**config.mk**
```make
export PLATFORM = sky130hd
export DESIGN_NAME = otter_fetch_unit
export DESIGN_NICKNAME = d
export VERILOG_FILES = /design/src/rtl/otter_fetch_unit.sv
export SDC_FILE = /design/constraint.sdc
export NUM_CORES = 1
export LEC_CHECK = 0
export CAP_MARGIN = 0
export CORE_ASPECT_RATIO = 0.75
export CORE_MARGIN = 3
export CORE_UTILIZATION = 35
export CTS_CLUSTER_DIAMETER = 100
export DETAILED_ROUTE_END_ITERATION = 10
export DONT_BUFFER_PORTS = 1
export SLEW_MARGIN = 20
export SYNTH_ARGS = -nofsm -noshare
export SYNTH_HDL_FRONTEND = slang
export SYNTH_SLANG_ARGS = --single-unit
```
**constraint.sdc**
```tcl
create_clock -name CLK -period 8.1 [get_ports CLK]
set_clock_uncertainty 0.05 [all_clocks]
set_input_delay 0 -clock CLK [delete_from_list [all_inputs] [get_ports CLK]]
set_output_delay 0 -clock CLK [all_outputs]
set_load 0.05 [all_outputs]
```
**src/rtl/otter_fetch_unit.sv**
```systemverilog
// Instruction fetch stage: owns the PC, issues word reads on memory port 1 and
// buffers returned instructions in a small FIFO feeding decode.
module otter_fetch_unit #(
  parameter logic [31:0] RESET_PC   = 32'h0000_0000,
  parameter int unsigned FIFO_DEPTH = 2,
  parameter int unsigned ADDR_W     = 14
) (
  input  logic              CLK,
  input  logic              RST_N,
  input  logic              FLUSH,
  input  logic [31:0]       FLUSH_PC,
  output logic              MEM_RDEN1,
  output logic [ADDR_W-1:0] MEM_ADDR1,
  input  logic [31:0]       MEM_DOUT1,
  input  logic              memValid1,
  output logic              IR_VALID,
  input  logic              IR_READY,
  output logic [31:0]       IR,
  output logic [31:0]       IR_PC
);

  localparam int unsigned PTR_W = $clog2(FIFO_DEPTH);
  localparam int unsigned CNT_W = PTR_W + 1;
  localparam logic [CNT_W-1:0] DEPTH_C = CNT_W'(FIFO_DEPTH);

  typedef enum logic [1:0] {IDLE, REQ, DRAIN} state_t;

  state_t            state, state_nxt;
  logic [31:0]       pc, pc_nxt;
  logic [31:0]       flush_tgt;
  logic [ADDR_W-1:0] addr_nxt;

  logic [31:0]      ir_q [FIFO_DEPTH];
  logic [31:0]      pc_q [FIFO_DEPTH];
  logic [PTR_W-1:0] wr_ptr, rd_ptr;
  logic [CNT_W-1:0] count, occ_pop;
  logic             push, pop, clr, room_idle, room_req;

  assign IR_VALID  = (count != '0);
  assign IR        = ir_q[rd_ptr];
  assign IR_PC     = pc_q[rd_ptr];
  assign flush_tgt = FLUSH_PC & ~32'h3;

  // Room is judged on occupancy after this cycle's pop, so a full FIFO being
  // drained still keeps requests back-to-back.
  assign occ_pop   = count - CNT_W'(pop);
  assign room_idle = occ_pop < DEPTH_C;
  assign room_req  = (occ_pop + CNT_W'(1)) < DEPTH_C;

  always_comb begin
    state_nxt = state;
    pc_nxt    = pc;
    addr_nxt  = MEM_ADDR1;
    push      = 1'b0;
    clr       = 1'b0;
    pop       = IR_VALID && IR_READY && !FLUSH;
    if (FLUSH) begin
      clr    = 1'b1;
      pc_nxt = flush_tgt;
      // An in-flight read cannot be aborted: address stays put until it returns.
      case (state)
        IDLE: begin
          state_nxt = REQ;
          addr_nxt  = flush_tgt[ADDR_W+1:2];
        end
        REQ: begin
          if (memValid1) addr_nxt = flush_tgt[ADDR_W+1:2];
          else           state_nxt = DRAIN;
        end
        DRAIN: begin
          if (memValid1) begin
            state_nxt = REQ;
            addr_nxt  = flush_tgt[ADDR_W+1:2];
          end
        end
        default: state_nxt = IDLE;
      endcase
    end else begin
      case (state)
        IDLE: begin
          if (room_idle) begin
            state_nxt = REQ;
            addr_nxt  = pc[ADDR_W+1:2];
          end
        end
        REQ: begin
          if (memValid1) begin
            push   = 1'b1;
            pc_nxt = pc + 32'd4;
            if (room_req) addr_nxt  = pc_nxt[ADDR_W+1:2];
            else          state_nxt = IDLE;
          end
        end
        DRAIN: begin
          if (memValid1) begin
            state_nxt = REQ;
            addr_nxt  = pc[ADDR_W+1:2];
          end
        end
        default: state_nxt = IDLE;
      endcase
    end
  end

  always_ff @(posedge CLK or negedge RST_N) begin
    if (!RST_N) begin
      state     <= IDLE;
      pc        <= RESET_PC;
      MEM_RDEN1 <= 1'b0;
      MEM_ADDR1 <= '0;
    end else begin
      state     <= state_nxt;
      pc        <= pc_nxt;
      MEM_RDEN1 <= (state_nxt != IDLE);
      MEM_ADDR1 <= addr_nxt;
    end
  end

  always_ff @(posedge CLK or negedge RST_N) begin
    if (!RST_N) begin
      wr_ptr <= '0;
      rd_ptr <= '0;
      count  <= '0;
      for (int unsigned i = 0; i < FIFO_DEPTH; i++) begin
        ir_q[i] <= '0;
        pc_q[i] <= '0;
      end
    end else if (clr) begin
      wr_ptr <= '0;
      rd_ptr <= '0;
      count  <= '0;
    end else begin
      if (push) begin
        ir_q[wr_ptr] <= MEM_DOUT1;
        pc_q[wr_ptr] <= pc;
        wr_ptr       <= wr_ptr + 1'b1;
      end
      if (pop) rd_ptr <= rd_ptr + 1'b1;
      count <= count + CNT_W'(push) - CNT_W'(pop);
    end
  end

  assert property (@(posedge CLK) disable iff (!RST_N)
    !(push && (count == DEPTH_C) && !pop));

endmodule

```
==> run_results.csv <==
group,metric,value,unit
clocking,cts_resized,0,
grt,use_met2,25.2,%
logic_synthesis,synthFlopType,"dfrtp_1",
sta,final-max-slew-violation-count,0,
finish,finalNetCount,798,
critical_path,critical_path_arrival,3880,ps
clocking,clock_sinks,175,
critical_path,cp-start-kind,"flop",
clocking,root_buffer,"clkbuf_16",
critical_path,crit_fanout,53,
clocking,clkLatencyLatePin,430,ps
route,first_pass_iters,4,
finish,final_cell_mix,"mux2_2 (207), dfrtp_1 (174), dlygate4sd3_1 (70)",
placed_design,io_buffer_count,0,
grt,grt_pass1_wl,32.7,mm
status,status,"completed",
sta,clock.fmax,276,MHz
die,core,23500,um2
logic_synthesis,ys_ff_latch,175,
grt,grt_util_met3,5.04,%
power_and_ir_drop,power_density,411,nW/um2
sta,hold_viol,0,
route,vias,5282,
die,dieArea,26300,um2
clocking,postCtsSetupBuffers,0,
placed_design,gp_congestion,0.816,
logic_synthesis,yosys.area_share.simple,7.74,%
grt,antenna_found_initial,1,
finish,seq_area,4380,um2
route,via_per_inst,4.99,
clocking,h-tree-depth,4,
finish,multiInputGateArea,3910,um2
finish,layout_commonest_cell,"mux2_2",
placed_design,dp_hpwl,12.9,mm
route,wl_per_cell,18.9,um
clocking,cts_tree,"built",
logic_synthesis,ys_warn_count,0,
logic_synthesis,synth_top_family_by_area,"multiplexers",
power_and_ir_drop,p_leak,4.27,nW
finish,n_fill_cell,2134,
route,routed_wl,20.0,mm
clocking,clkSlewWorstSetupHoldPaths,60,ps
die,num_io_pins,149,
logic_synthesis,synth_xor_area_share,4.88,%
sta,setup_viol,0,
logic_synthesis,synth_cells,674,
finish,fin_util,43.0,%
clocking,cts_max_path_buffers,2,
die,row_count,48,
logic_synthesis,synth_edf_count,0,
grt,track_usage,15.7,%
logic_synthesis,synthMuxAreaShare,28.6,%
sta,period_share,44.7,%
die,start_util,36.4,%
grt,first_global_vias,5812,
die,die_h,141,um
grt,grt.overflow.total,0,
die,die_w,186,um
critical_path,crit_type,"reg -> reg",
clocking,cts_buffers,17,
route,drtIter0Drc,174,
job,max_cap_viol_count,0,
logic_synthesis,synth_area,8540,um2
sta,relSlewSlack,29.2,%
sta,rsz0062_at_grt,"no",
finish,area_growth_syn_to_layout,18.4,%
sta,fin_tns_setup,0,ps
route,drtAntennaViolNets,0,
critical_path,end_kind,"flop",
sta,tightest_slew,1060,ps
logic_synthesis,seq_area_frac_synth,51.3,%
grt,grt-busiest-layer,"met2",
route,drc,0,
logic_synthesis,synth.distinct_cells,53,
finish,drive_gt1_share,35.9,%
sta,min_period,3620,ps
critical_path,cp.required,8350,ps
grt,use_met1,20.6,%
hold_path,hold_path.class,"in -> reg",
logic_synthesis,synthAdderAreaFrac,1.17,%
logic_synthesis,synth_compound_area_share,3.09,%
grt,grt_max_degree,176,
logic_synthesis,async_flop_share,100,%
logic_synthesis,syn_avg_cell_area,12.7,um2
power_and_ir_drop,ir_drop,0.182,mV
==> sequential cells by signal, indices dropped and copies added (netlist names) <==
signal / cells
MEM_ADDR1: 14
pc: 30
MEM_RDEN1: 1
state: 2
wr_ptr: 1
count: 2
ir_q: 64
rd_ptr: 1
pc_q: 60
==> final cells by class <==
class | count | area share (%)
flip-flops and latches | 175 | 43.3
multi-input cells | 440 | 38.7
repair buffers | 74 | 7.55
clock buffers | 20 | 4.52
well taps | 325 | 4.02
clock inverters | 10 | 1.37
inverters | 13 | 0.483
diodes | 1 | 0.0248
==> cells in the mapped netlist, types with 11 or more instances <==
cell type	number	share of area (%)
xor2_1	12	1.2
inv_1	12	0.53
mux2_2	207	27
buf_1	13	0.57
dfrtp_1	175	51
o21ai_0	22	1.3
nand3_1	13	0.76
buf_2	18	1.1
xnor2_1	33	3.4
clkbuf_1	11	0.48
nor2_1	20	0.88
nand2_1	46	2.0
==> logic make-up (layout without fill, tap and decap cells) <==
kind of cell | Yosys count | count (layout)
adder cells (fa/ha/maj) | 8 | 8
flip-flops | 175 | 175
AO/OA/AOI/OAI | 42 | 42
buffers and inverters | 60 | 117
XOR/XNOR | 46 | 46
AND/OR/NAND/NOR | 127 | 127
other | 1 | 3
multiplexers | 215 | 215
==> final timing paths <==
path	slack, ps	end	from	depth (start not counted)
max	4480	ir_q[41]$_DFFE_PN0P_	state[1]$_DFF_PN0_	7
min	130	count[1]$_DFF_PN0_	FLUSH	5
max reg2reg	4480	ir_q[41]$_DFFE_PN0P_	state[1]$_DFF_PN0_	7
min reg2reg	430	pc_q[24]$_DFFE_PN0P_	pc_q[24]$_DFFE_PN0P_	2
max in group asynchronous	7080	pc_q[7]$_DFFE_PN0P_	RST_N	2
min in group asynchronous	220	ir_q[0]$_DFFE_PN0P_	RST_N	2
==> metal layers <==
layer  vias to the layer above  wire [um]
met3                        17       1360
met5                         -          0
met2                       133       9420
li1                       2452          -
met1                      2680       9020
met4                         0        213
==> report_power, final <==
part	total (W)	switching, W	internal, W
logic	0.00173	0.00112	0.000609
registers	0.00158	0.000367	0.00121
clock network	0.000845	0.000347	0.000498
total	0.00415	0.00183	0.00232
==> stage by stage <==
stage	instances	total power, W	cell area (um2)	hold WS [ps]	setup WS (ps)
after floorplan	675	0.00303	8540	-346	5200
after global placement	955	0.00321	8760	-339	4590
after detailed placement	955	0.00327	8760	-340	4460
after CTS	1057	0.00419	10100	98.0	4440
after global routing	1058	0.00436	10100	141	4210
final	1058	0.00415	10100	126	4480
==> critical path: stages (launching register included) <==
cell and delay (ps):
dfrtp_1 440, inv_1 100, ha_1 590, nor2b_1 460
nand2_1 310, nor2_4 380, buf_4 710, mux2_2 420
==> repair_timing <==
action	in CTS	in global routing
endpoints found under the hold margin	290	0
endpoints found under the setup margin	0	0
hold buffers	72	0
Power figures use the tool's default switching activity.
